### src/rtl/seq_stage_ctrl_pkg.sv
// Shared constants for the SEQ stage sequencer: Y86-64 instruction codes,
// processor status codes and the sequencer state encodings.
package seq_stage_ctrl_pkg;

    // Y86-64 instruction codes
    localparam logic [3:0] IHALT   = 4'h0;
    localparam logic [3:0] INOP    = 4'h1;
    localparam logic [3:0] IRRMOVQ = 4'h2;
    localparam logic [3:0] IIRMOVQ = 4'h3;
    localparam logic [3:0] IRMMOVQ = 4'h4;
    localparam logic [3:0] IMRMOVQ = 4'h5;
    localparam logic [3:0] IOPQ    = 4'h6;
    localparam logic [3:0] IJXX    = 4'h7;
    localparam logic [3:0] ICALL   = 4'h8;
    localparam logic [3:0] IRET    = 4'h9;
    localparam logic [3:0] IPUSHQ  = 4'hA;
    localparam logic [3:0] IPOPQ   = 4'hB;

    // Processor status codes
    localparam logic [2:0] SAOK = 3'd1;
    localparam logic [2:0] SHLT = 3'd2;
    localparam logic [2:0] SADR = 3'd3;
    localparam logic [2:0] SINS = 3'd4;

    // Sequencer state encodings
    localparam logic [2:0] ST_IDLE      = 3'd0;
    localparam logic [2:0] ST_FETCH     = 3'd1;
    localparam logic [2:0] ST_DECODE    = 3'd2;
    localparam logic [2:0] ST_EXECUTE   = 3'd3;
    localparam logic [2:0] ST_MEMORY    = 3'd4;
    localparam logic [2:0] ST_WRITEBACK = 3'd5;
    localparam logic [2:0] ST_PCUPD     = 3'd6;
    localparam logic [2:0] ST_HALTED    = 3'd7;

    // Instructions that touch data memory and therefore visit MEMORY
    function automatic logic is_mem_icode(input logic [3:0] ic);
        return (ic == IRMMOVQ) || (ic == IMRMOVQ) || (ic == ICALL) ||
               (ic == IRET)    || (ic == IPUSHQ)  || (ic == IPOPQ);
    endfunction

endpackage

### src/rtl/seq_ctrl_perf.sv
// Performance counters for the SEQ stage sequencer: retired instructions and
// running cycles. Both wrap modulo 2^CNT_W.
module seq_ctrl_perf #(
    parameter int CNT_W = 32
) (
    input  logic             clk,
    input  logic             rst,
    input  logic             running,
    input  logic             retire,
    output logic [CNT_W-1:0] retired,
    output logic [CNT_W-1:0] cycles
);

    // Count completed instructions and cycles spent running
    always_ff @(posedge clk or posedge rst) begin
        if (rst) begin
            retired <= '0;
            cycles  <= '0;
        end else begin
            if (retire)
                retired <= retired + 1'b1;
            if (running)
                cycles <= cycles + 1'b1;
        end
    end

endmodule

### src/rtl/seq_stage_ctrl.sv
// Multi-cycle stage sequencer for the SEQ Y86-64 core. Steps F/D/E/M/W/PC one
// at a time with registered one-hot enables, holds MEMORY until the data
// handshake completes (or times out) and owns the status code.
// Optional: define SEQ_CTRL_PERF_EN to build the retired/cycles counters.
module seq_stage_ctrl
    import seq_stage_ctrl_pkg::*;
#(
    parameter int MEM_TIMEOUT = 16,
    parameter int CNT_W       = 32
) (
    input  logic             clk,
    input  logic             rst,
    input  logic             start,
    input  logic [3:0]       icode,
    input  logic             imem_error,
    input  logic             dmem_ready,
    input  logic             dmem_error,
    output logic             f_en,
    output logic             d_en,
    output logic             e_en,
    output logic             m_en,
    output logic             w_en,
    output logic             pc_en,
    output logic             dmem_req,
    output logic [2:0]       stat,
    output logic             running,
    output logic [CNT_W-1:0] retired,
    output logic [CNT_W-1:0] cycles
);

    localparam int WC_W = $clog2(MEM_TIMEOUT + 1);
    // Last wait count before the timeout fires: the MEM_TIMEOUT-th cycle
    // without dmem_ready sees MEM_TIMEOUT-1 in the counter.
    localparam logic [WC_W-1:0] WC_LAST = WC_W'(MEM_TIMEOUT - 1);

    logic [2:0]      state, state_nxt;
    logic [2:0]      stat_nxt;
    logic [WC_W-1:0] wait_cnt, wait_nxt;

    // Next-state, status and memory wait counter decisions
    always_comb begin
        state_nxt = state;
        stat_nxt  = stat;
        wait_nxt  = wait_cnt;
        case (state)
            ST_IDLE: begin
                if (start)
                    state_nxt = ST_FETCH;
            end
            ST_FETCH: begin
                if (imem_error) begin
                    stat_nxt  = SADR;
                    state_nxt = ST_HALTED;
                end else if (icode > IPOPQ) begin
                    stat_nxt  = SINS;
                    state_nxt = ST_HALTED;
                end else if (icode == IHALT) begin
                    stat_nxt  = SHLT;
                    state_nxt = ST_HALTED;
                end else begin
                    state_nxt = ST_DECODE;
                end
            end
            ST_DECODE: state_nxt = ST_EXECUTE;
            ST_EXECUTE: begin
                if (is_mem_icode(icode)) begin
                    state_nxt = ST_MEMORY;
                    wait_nxt  = '0;
                end else begin
                    state_nxt = ST_WRITEBACK;
                end
            end
            ST_MEMORY: begin
                if (dmem_error) begin
                    stat_nxt  = SADR;
                    state_nxt = ST_HALTED;
                end else if (dmem_ready) begin
                    state_nxt = ST_WRITEBACK;
                end else if (wait_cnt == WC_LAST) begin
                    stat_nxt  = SADR;
                    state_nxt = ST_HALTED;
                end else begin
                    wait_nxt = wait_cnt + 1'b1;
                end
            end
            ST_WRITEBACK: state_nxt = ST_PCUPD;
            ST_PCUPD:     state_nxt = ST_FETCH;
            ST_HALTED:    state_nxt = ST_HALTED;
            default:      state_nxt = ST_IDLE;
        endcase
    end

    // State, status and wait counter registers
    always_ff @(posedge clk or posedge rst) begin
        if (rst) begin
            state    <= ST_IDLE;
            stat     <= SAOK;
            wait_cnt <= '0;
        end else begin
            state    <= state_nxt;
            stat     <= stat_nxt;
            wait_cnt <= wait_nxt;
        end
    end

    // Registered one-hot decode of the next state onto the stage enables
    always_ff @(posedge clk or posedge rst) begin
        if (rst) begin
            f_en     <= 1'b0;
            d_en     <= 1'b0;
            e_en     <= 1'b0;
            m_en     <= 1'b0;
            w_en     <= 1'b0;
            pc_en    <= 1'b0;
            dmem_req <= 1'b0;
            running  <= 1'b0;
        end else begin
            f_en     <= (state_nxt == ST_FETCH);
            d_en     <= (state_nxt == ST_DECODE);
            e_en     <= (state_nxt == ST_EXECUTE);
            m_en     <= (state_nxt == ST_MEMORY);
            w_en     <= (state_nxt == ST_WRITEBACK);
            pc_en    <= (state_nxt == ST_PCUPD);
            dmem_req <= (state_nxt == ST_MEMORY);
            running  <= (state_nxt != ST_IDLE) && (state_nxt != ST_HALTED);
        end
    end

`ifdef SEQ_CTRL_PERF_EN
    logic retire;
    assign retire = (state == ST_PCUPD);

    seq_ctrl_perf #(
        .CNT_W (CNT_W)
    ) u_perf (
        .clk     (clk),
        .rst     (rst),
        .running (running),
        .retire  (retire),
        .retired (retired),
        .cycles  (cycles)
    );
`else
    assign retired = '0;
    assign cycles  = '0;
`endif

endmodule

### config.mk
export PLATFORM = sky130hd
export DESIGN_NAME = seq_stage_ctrl
export DESIGN_NICKNAME = d
export VERILOG_FILES = /design/src/rtl/seq_stage_ctrl_pkg.sv /design/src/rtl/seq_ctrl_perf.sv /design/src/rtl/seq_stage_ctrl.sv
export SDC_FILE = /design/constraint.sdc
export NUM_CORES = 1
export LEC_CHECK = 0
export ABC_AREA = 1
export BUFFER_PORTS_ARGS = -buffer_cell sky130_fd_sc_hd__buf_4
export CORE_MARGIN = 3
export CORE_UTILIZATION = 40
export CTS_CLUSTER_SIZE = 20
export DETAILED_ROUTE_END_ITERATION = 16
export GPL_TIMING_DRIVEN = 0
export PLACE_DENSITY = 0.77
export SYNTH_ARGS = -nofsm -noshare
export SYNTH_HDL_FRONTEND = slang
export SYNTH_SLANG_ARGS = --single-unit
### constraint.sdc
create_clock -name clk -period 1.59 [get_ports clk]
set_clock_uncertainty 0.15 [all_clocks]
set_input_delay 0.2385 -clock clk [delete_from_list [all_inputs] [get_ports clk]]
set_output_delay 0.2385 -clock clk [all_outputs]
set_load 0.03 [all_outputs]
# After elaboration in Yosys (flattened, before gate mapping)
# Index checks and enable logic that the tools add are counted.
dict set report classes {
  add_sub_neg 1
  multipliers 0
  n_div 0
  order_cmp 1
  eq_ne 28
  shift 0
  muxes 21
  bitwise 0
  n_reduce_logical 13
}
# operator count
set ops {}
lappend ops {{$mux W3} 13}
lappend ops {{$pmux W3 S8} 1}
lappend ops {{$eq A3 B3 Y1 const B} 7}
lappend ops {{$mux W5} 4}
lappend ops {{$eq A4 B4 Y1 const B} 4}
lappend ops {{$eq A3 B2 Y1 const B} 4}
lappend ops {{$pmux W5 S2} 1}
lappend ops {{$ne A3 B3 Y1 const B} 3}
lappend ops {{$eq A4 B3 Y1 const B} 2}
lappend ops {{$ne A2 B2 Y1 const B} 4}
lappend ops {{$eq A3 B1 Y1 const B} 2}
lappend ops {{$pmux W3 S2} 1}
lappend ops {{$add A5 B1 Y5 const B} 1}
lappend ops {{$eq A5 B4 Y1 const B} 1}
lappend ops {{$logic_or A1 B1 Y1} 5}
lappend ops {{$reduce_and A5 Y1} 1}
lappend ops {{$gt A4 B4 Y1 const B} 1}
lappend ops {{$logic_not A4 Y1} 1}
lappend ops {{$ne A4 B4 Y1 const B} 1}
lappend ops {{$reduce_and A4 Y1} 1}
lappend ops {{$reduce_bool A2 Y1} 2}
lappend ops {{$logic_not A3 Y1} 1}
lappend ops {{$reduce_bool A3 Y1} 1}
lappend ops {{$logic_and A1 B1 Y1} 1}
lappend ops {{$mux W1} 1}
dict set report totals {
  reg_bits 18
  latch_bits 0
  mem_bits_rw 0
  romBits 0
  in_bits 10
  memories 0
}

# Logic depth before layout (Yosys ltp)
# Gate-level depths: netlist (run 1).
dict set report logic_depth {
  word_depth 10
  mapped_depth 11
}

# Worst setup path before layout (run 1)
# No wires, ideal clock.
dict set report synth_path {
  path_type {flip-flop to flip-flop}
  from {reg wait_cnt[0]}
  to {reg state[0]}
  setup_time_ns 0.119
  arrival_time_ns 1.468
  path_slack_ns -0.147
  stages_incl_launch_ff 10
  n_path_buf 0
  period_less_slack_ns 1.737
  path_cell_list {dfrtp_1 -> ha_1 -> nand2_1 -> nor2_1 -> ha_1 -> nor2_1 -> nand2_1 -> a21oi_1 -> nand3_2 -> and2_1}
}
dict set report synth_between {
  elab_chain_cells 5
}
# element line_no
set synth_rtl {}
lappend synth_rtl {{start, declared} seq_stage_ctrl.sv:38} ;# logic [WC_W-1:0] wait_cnt, wait_nxt;
lappend synth_rtl {{start signal, assigned} seq_stage_ctrl.sv:102} ;# wait_cnt <= wait_nxt;
lappend synth_rtl {{$eq A5 B4 Y1} seq_stage_ctrl.sv:79} ;# end else if (wait_cnt == WC_LAST) begin
lappend synth_rtl {{$mux W3} seq_stage_ctrl.sv:79}
lappend synth_rtl {{$mux W3} seq_stage_ctrl.sv:77} ;# end else if (dmem_ready) begin
lappend synth_rtl {{$mux W3} seq_stage_ctrl.sv:74} ;# if (dmem_error) begin
lappend synth_rtl {{$pmux W3 S8} seq_stage_ctrl.sv:45} ;# case (state)
lappend synth_rtl {{named net state_nxt[0]} seq_stage_ctrl.sv:36} ;# logic [2:0] state, state_nxt;
lappend synth_rtl {{end signal, assigned} seq_stage_ctrl.sv:100} ;# state <= state_nxt;
lappend synth_rtl {{end, declared} seq_stage_ctrl.sv:36}
# The timed path passes the listed nets, and every way through them passes these cells.
# A chain may end at the register's enable or synchronous reset.

# Worst setup path after layout (run 1)
dict set report layout_path {
  from {reg wait_cnt[1]}
  to {reg state[0]}
}
# Same word-level chain as after synthesis.

==> results by group, run 1 <==
Run status
  – Status: complete, but fails checks
  – Violated checks: setup timing

STA
  – RSZ-0062 raised after global routing: true
  – Final min period: approximately 1700 ps
  – Slew Limit Headroom: a little under three fifths
  – Max-slew violation count: 0
  – Peak Freq: approximately 0.57 GHz
  – Final period util: 110%
  – Worst setup margin: -153 ps
  – Final Hold Vio Count: 0
  – Worst-margin pin slew: 657 ps
  – Final setup fails: 14

Routing
  – DRT met1 WL: ~860 um
  – Drt wl/cell: about 7.7 um
  – Post-route antenna net violation count: 0
  – DRC viols: 0
  – Initial DRT Pass Iterations: 4
  – Routed WL: around 2400 um
  – Top sig layer: met4
  – Initial DRC Count: 22
  – Met2 wire length: between 1000 and 1500 um
  – WL met3: 215 um
  – Via density: ~3.5
  – Vias: 1,110

Job
  – Max_cap viols: 0

Yosys
  – YS warnings: 0
  – Largest area contributor in the netlist: buf_4
  – Synth top area cells: buf_4 33%, dfrtp_1 29%, nand2_1 8.2%
  – Unique masters post-synth: 26
  – Synth Register Bits: 18
  – Post-synthesis sequential area ratio: 31.0%
  – Synth Instances: 180
  – Post-synth design cell area: around 1500 sq um
  – Post-Syn Area per Cell: roughly 8 sq um
  – Share of the synthesized area in the top cell type: between 30% and 40%

Global route
  – Largest net degree at the start of global routing: 19
  – Initial antenna violation count: 0
  – Global Route Usage Sum: a little over a tenth
  – Grt ovf: 0
  – First-pass GRT wire length: ~3800 um
  – Vias in the first global route: a little under 900

Worst hold path
  – Hold WC Path Type: primary input to flop

Die
  – Die height: 66.4 um
  – Rows: 21
  – Initial core utilization: a little over two fifths
  – Top Ports: 85
  – Die X-Extent: 66.4 um
  – Die area: 4400 sq um
  – Core Region: approximately 3400 sq um

Placed design
  – Input/output buffers: 20
  – Place WS: -226 ps
  – Cell count after placement: just over 300
  – Final HPWL DP: slightly above 2000 um
  – RD Place Congestion: between 0.8 and 0.9
  – Dpl cell area: 1910 sq um

Critical path
  – WP buf/inv: 0
  – CP peak stage delay: approximately 390 ps
  – Slowest-stage cell, CP: dfrtp_1
  – Worst Setup Start Kind: flop
  – WS Path Type: flop to flop
  – Critical Path RT: ~1600 ps
  – Worst setup EP type: flop
  – Crit-path cells: ha_2, nand2_2, nor2_2, ha_2, nor2_2, nand2_1, a21oi_2, nand3_2, and2_1
  – Crit path DAT: 1780 ps
  – CP max FO: 4
  – CP top delay family: simple AND/OR/NAND/NOR gates

Clock network
  – CTS root buf: clkbuf_4
  – Clk sink count: 18
  – TritonCTS clock tree: yes
  – Htree depth: 1
  – Worst skew pair latency: 290 ps
  – Num CTS Buffers: 3
  – Clk pin slew, worst setup/hold paths: between 100 and 150 ps
  – Buffers from clock root to sink, at most: 2

Cells and area
  – Layout area overhead: 37.3%
  – Core Util, Final: around 59%
  – Layout net count: ~280
  – Final cell count without fillers: around 320
  – Diode count: 0
  – Final Instance Area: approximately 2000 sq um
  – Layout cell share with drive strength beyond 1: about 45%

Pwr
  – Power Density: ~1300 nW/um^2
  – Tot Pwr: about 2.6 mW
  – Static leakage: between 1 and 1.5 nW
  – Peak supply drop: between 0.4 and 0.5 mV
[stage by stage]
| step | setup TNS (ps) | hold WS, ps |
|---|---|---|
| final | -1220 | 28.1 |
| after floorplan | -366 | 26.3 |
| after global routing | -3130 | 27.5 |
| after global placement | -1610 | 225 |
| after detailed placement | -1980 | 240 |
| after CTS | -1490 | 25.8 |
[worst min-delay path: cells and delay by family]
| kind | cells | cell delay [ps] |
|---|---|---|
| AO/OA/AOI/OAI | 1 | 60 |
| buffers and inverters | 1 | 90 |
| AND/OR/NAND/NOR | 1 | 60 |
[synthesized netlist by cell type]
master	n
or2_2	2
nand2_1	32
nand3_4	1
nor2_2	2
nor2_1	9
a21oi_1	1
conb_1	1
buf_4	65
nor3_2	1
a21oi_2	1
nand3b_4	1
and2_1	1
nand3b_1	2
nand2_2	3
inv_1	15
inv_2	3
dfrtp_1	17
o21ai_2	3
nor3_1	3
o21ai_0	4
nand3_2	4
xor2_1	1
ha_1	2
nor2_4	1
dfstp_2	1
nand3_1	4
[flip-flops by register name (all words and copies together), names as in the netlist]
register and flops:
d_en 1, dmem_req 1, e_en 1, f_en 1
pc_en 1, running 1, stat 3, state 3
w_en 1, wait_cnt 5
[area by class of cell]
type,count,area (sq um)
clock buffer,4,36.3
buffer,65,488
tap,46,57.6
inverter,18,67.6
sequential,18,452
timing repair buffer,24,183
multi-input combinational,142,718
fill,323,1410
[metal layers]
layer / global-route usage, % / vias to the layer above
li1: - / 608
met4: 2.28 / 0
met1: 11.2 / 459
met3: 3.06 / 2
met2: 21.3 / 41
met5: 0 / -
[power by group]
part | total, mW | internal, mW | switching (mW)
combinational | 1.54 | 0.565 | 0.976
clock | 0.283 | 0.139 | 0.143
sequential | 0.739 | 0.617 | 0.122
[cells in the final DEF, fill, tap and decap left out, drive strengths merged]
cell and n:
dfstp 1, nand2 35, ha 2, o21ai 7, clkbuf 4, a21oi 2, nand3b 3, nor3 4
buf 88, and2 1, dfrtp 17, xor2 1, conb 64, nand3 9, or2 2, inv 18
dlygate4sd3 1, nor2 12
[what timing repair did]
item                                    CTS  global route
hold endpoints to repair                 17             0
gates resized for setup                   8             1
endpoints found under the setup margin   13            15
hold buffers                              1             0
pin swaps                                 9             3
setup buffers                             3             0
[cells by family after synthesis]
group / synth area share, %
buffers and inverters: 38.1
AO/OA/AOI/OAI: 4.12
AND/OR/NAND/NOR: 24.2
other: 0.257
adder cells (fa/ha/maj): 1.72
XOR/XNOR: 0.601
flip-flops: 31.0
[path summary, 6_finish.rpt]
path,from,cells past startpoint,slack (ps),end
setup / recovery,wait_cnt[1],9,-150,state[0]
setup reg to reg,wait_cnt[1],9,-150,state[0]
max in group asynchronous,rst,3,420,w_en
min in group asynchronous,rst,3,440,e_en
hold / removal,imem_error,3,30,stat[0]
hold reg to reg,stat[0],2,320,stat[0]
Power figures use the tool's default switching activity.
==> run 2: changes to the inputs <==
==> constraint.sdc (replaced) <==
create_clock -name clk -period 1.59 [get_ports clk]
set_clock_uncertainty 0.15 [all_clocks]
set_input_delay 0 -clock clk [delete_from_list [all_inputs] [get_ports clk]]
set_output_delay 0 -clock clk [all_outputs]
set_load 0.03 [all_outputs]
==> run 2 against run 1 <==
Against the previous run:
- the run still ends with setup timing left
- flip-flop and latch count stayed put
- clock-buffer cell count is the same
- highest routed layer unchanged
- maximum frequency shrank 0.57%
- power grew 1.2%
==> results by group, run 2 (synthesized netlist as in run 1, its figures left out) <==
Placed design
  – Input/output buffers: 20 (unchanged)
  – Cell count after placement: 309 (unchanged)
  – Final HPWL DP: 2080 um (unchanged)
  – Dpl cell area: 1910 sq um (unchanged)
  – RD Place Congestion: 0.824 (unchanged)

Clock network
  – Clk sink count: 18 (unchanged)
  – Num CTS Buffers: 3 (unchanged)
  – CTS root buf: clkbuf_4 (unchanged)
  – Clk pin slew, worst setup/hold paths: 100 ps (was 110 ps)
  – TritonCTS clock tree: yes (unchanged)
  – Htree depth: 1 (unchanged)
  – Buffers from clock root to sink, at most: 2 (unchanged)
  – Worst skew pair latency: 290 ps (about the same)

STA
  – Peak Freq: 0.570 GHz (was 0.574 GHz)
  – Final min period: 1750 ps (was 1740 ps)
  – RSZ-0062 raised after global routing: true (unchanged)
  – Worst-margin pin slew: 669 ps (was 657 ps)
  – Slew Limit Headroom: 55.3% (was 56.1%)
  – Final period util: 110% (about the same)
  – Final setup fails: 14 (unchanged)
  – Sum of negative setup slack: -1260 ps (was -1220 ps)
  – Worst setup margin: -163 ps (was -153 ps)
  – Final Hold Vio Count: 0 (unchanged)
  – Max-slew violation count: 0 (unchanged)

Die
  – Core Region: 3420 sq um (unchanged)
  – Top Ports: 85 (unchanged)
  – Initial core utilization: 42.7% (unchanged)
  – Die X-Extent: 66.4 um (unchanged)
  – Die area: 4400 sq um (unchanged)
  – Die height: 66.4 um (unchanged)
  – Rows: 21 (unchanged)

Critical path
  – CP peak stage delay: 390 ps (about the same)
  – Worst setup EP type: flop (unchanged)
  – Worst r2r path cells: 9 (unchanged)
  – FF-to-FF End: state[0] (unchanged)
  – Worst r2r src: wait_cnt[1] (unchanged)
  – Critical Path RT: 1620 ps (was 1630 ps)
  – Crit path DAT: 1790 ps (was 1780 ps)
  – CP max FO: 4 (unchanged)
  – Setup slack, reg-to-reg: -160 ps (was -150 ps)
  – CP top delay family: simple AND/OR/NAND/NOR gates (unchanged)
  – WS Path Type: flop to flop (unchanged)
  – Levels on crit path: 9 (unchanged)
  – WP buf/inv: 0 (unchanged)
  – CP Launch Point: wait_cnt[1] (unchanged)
  – Worst Setup Start Kind: flop (unchanged)
  – Worst Setup EP: state[0] (unchanged)
  – Slowest-stage cell, CP: dfrtp_1 (unchanged)
  – Crit-path cells: ha_2, nand2_2, nor2_2, ha_2, nor2_2, nand2_1, a21oi_2, nand3_2, and2_1 (unchanged)

Pwr
  – Int Pwr: 1.34 mW (was 1.32 mW)
  – Clk network pwr share: 10.7% (was 11.0%)
  – Combinational share of power: 60.8% (was 60.1%)
  – Power Density: 1250 nW/um^2 (was 1280 nW/um^2)
  – Switching share of power: 48.2% (was 48.4%)
  – Flop pwr share: 28.5% (was 28.8%)
  – Static leakage: 1.25 nW (was 1.22 nW)
  – Switching pwr: 1.25 mW (was 1.24 mW)
  – Peak supply drop: 0.433 mV (was 0.428 mV)

Cells and area
  – Layout net count: 290 (was 284)
  – Area of the multi-input gates: 726 sq um (was 718 sq um)
  – Final Instance Area: 2070 sq um (was 2000 sq um)
  – Fillers: 313 (was 323)
  – Diode count: 0 (unchanged)
  – Layout area overhead: 42.0% (was 37.3%)
  – Reg area: 452 sq um (unchanged)
  – Layout cell share with drive strength beyond 1: 44.4% (was 45.4%)
  – Most frequent cells in the layout: 88 x buf_4, 64 x conb_1, 30 x nand2_1 (unchanged)
  – Final cell count without fillers: 323 (was 317)
  – Biggest register: wait_cnt (unchanged)
  – Max reg flops: 5 (unchanged)
  – Biggest regs: wait_cnt x5, stat x3, state x3 (unchanged)
  – Commonest non-fill, non-tap cell in the layout: buf_4 (unchanged)

Global route
  – Grt ovf: 0 (unchanged)
  – Largest net degree at the start of global routing: 19 (unchanged)
  – Vias in the first global route: 918 (was 888)
  – Global Route Usage Sum: 11.1% (was 10.9%)
  – First-pass GRT wire length: 3870 um (was 3790 um)
  – Initial antenna violation count: 0 (unchanged)

Job
  – Max_cap viols: 0 (unchanged)

Routing
  – Drt wl/cell: 7.71 um (was 7.70 um)
  – Initial DRT Pass Iterations: 4 (unchanged)
  – Via density: 3.54 (was 3.50)
  – Routed WL: 2490 um (was 2440 um)
  – Initial DRC Count: 19 (was 22)
  – Vias: 1,144 (was 1,110)
  – DRC viols: 0 (unchanged)
  – Post-route antenna net violation count: 0 (unchanged)

Run status
  – Violated checks: setup timing (unchanged)
  – Status: complete, but fails checks (unchanged)

Worst hold path
  – Hold Path Origin: icode[1] (was imem_error)
  – Hold WC Path Type: primary input to flop (unchanged)
-- run 2: worst min-delay path by stage --
stage,to,slack [ps],depth (start not counted)
3_3_place_gp,running,-10,2
6_report,d_en,70,6
3_5_place_dp,pc_en,1,2
4_1_cts,d_en,60,6
5_1_grt,d_en,60,6
2_1_floorplan,d_en,-210,1
-- run 2: final cells by class --
| cell class | count | share of cell area [%] |
|---|---|---|
| Clock buffer | 4 | 1.75 |
| Sequential cell | 18 | 21.8 |
| Multi-Input combinational cell | 142 | 35.1 |
| Tap cell | 46 | 2.78 |
| Inverter | 18 | 3.26 |
| Buffer | 65 | 23.6 |
| Timing Repair Buffer | 30 | 11.7 |
-- run 2: timing repair --
action / 4_1_cts / 5_1_grt
setup endpoints to repair: 13 / 15
pin swaps: 9 / 5
hold endpoints to repair: 27 / 0
gates resized for setup: 8 / 2
hold buffers: 7 / 0
setup buffers: 3 / 0
-- run 2: worst min-delay path, cell delays in order --
cell,delay (ps)
buf_4,80
nor2_1,40
nand2_1,90
nand3b_4,100
nand3_2,130
nor3_2,50
-- run 2: power by group through the flow --
| stage | Combinational (mW) | Clock (mW) | Sequential (mW) |
|---|---|---|---|
| 4_1_cts | 1.55 | 0.289 | 0.737 |
| 3_3_place_gp | 1.45 | 0 | 0.749 |
| 5_1_grt | 1.72 | 0.320 | 0.760 |
| 3_5_place_dp | 1.46 | 0 | 0.752 |
| 6_report | 1.58 | 0.278 | 0.739 |
| 2_1_floorplan | 0.988 | 0 | 0.922 |
-- run 2: routing by layer --
layer / vias to the layer above / GRT usage (%) / wire length (um)
met5: - / 0 / 0
met4: 0 / 2.28 / 7
met3: 2 / 2.89 / 217
met2: 42 / 22.2 / 1400
met1: 479 / 11.3 / 861
li1: 621 / - / -
-- run 2: stage by stage --
stage               util, %  hold slack, ps  power, mW  setup slack [ps]
floorplan                 -            -212       1.91             -79.0
finish                 60.6            74.5       2.59              -163
CTS                    60.3            64.4       2.58              -183
global route           60.6            63.1       2.80              -260
detailed placement     56.0            1.36       2.22              -226
global placement       56.0           -13.8       2.20              -191
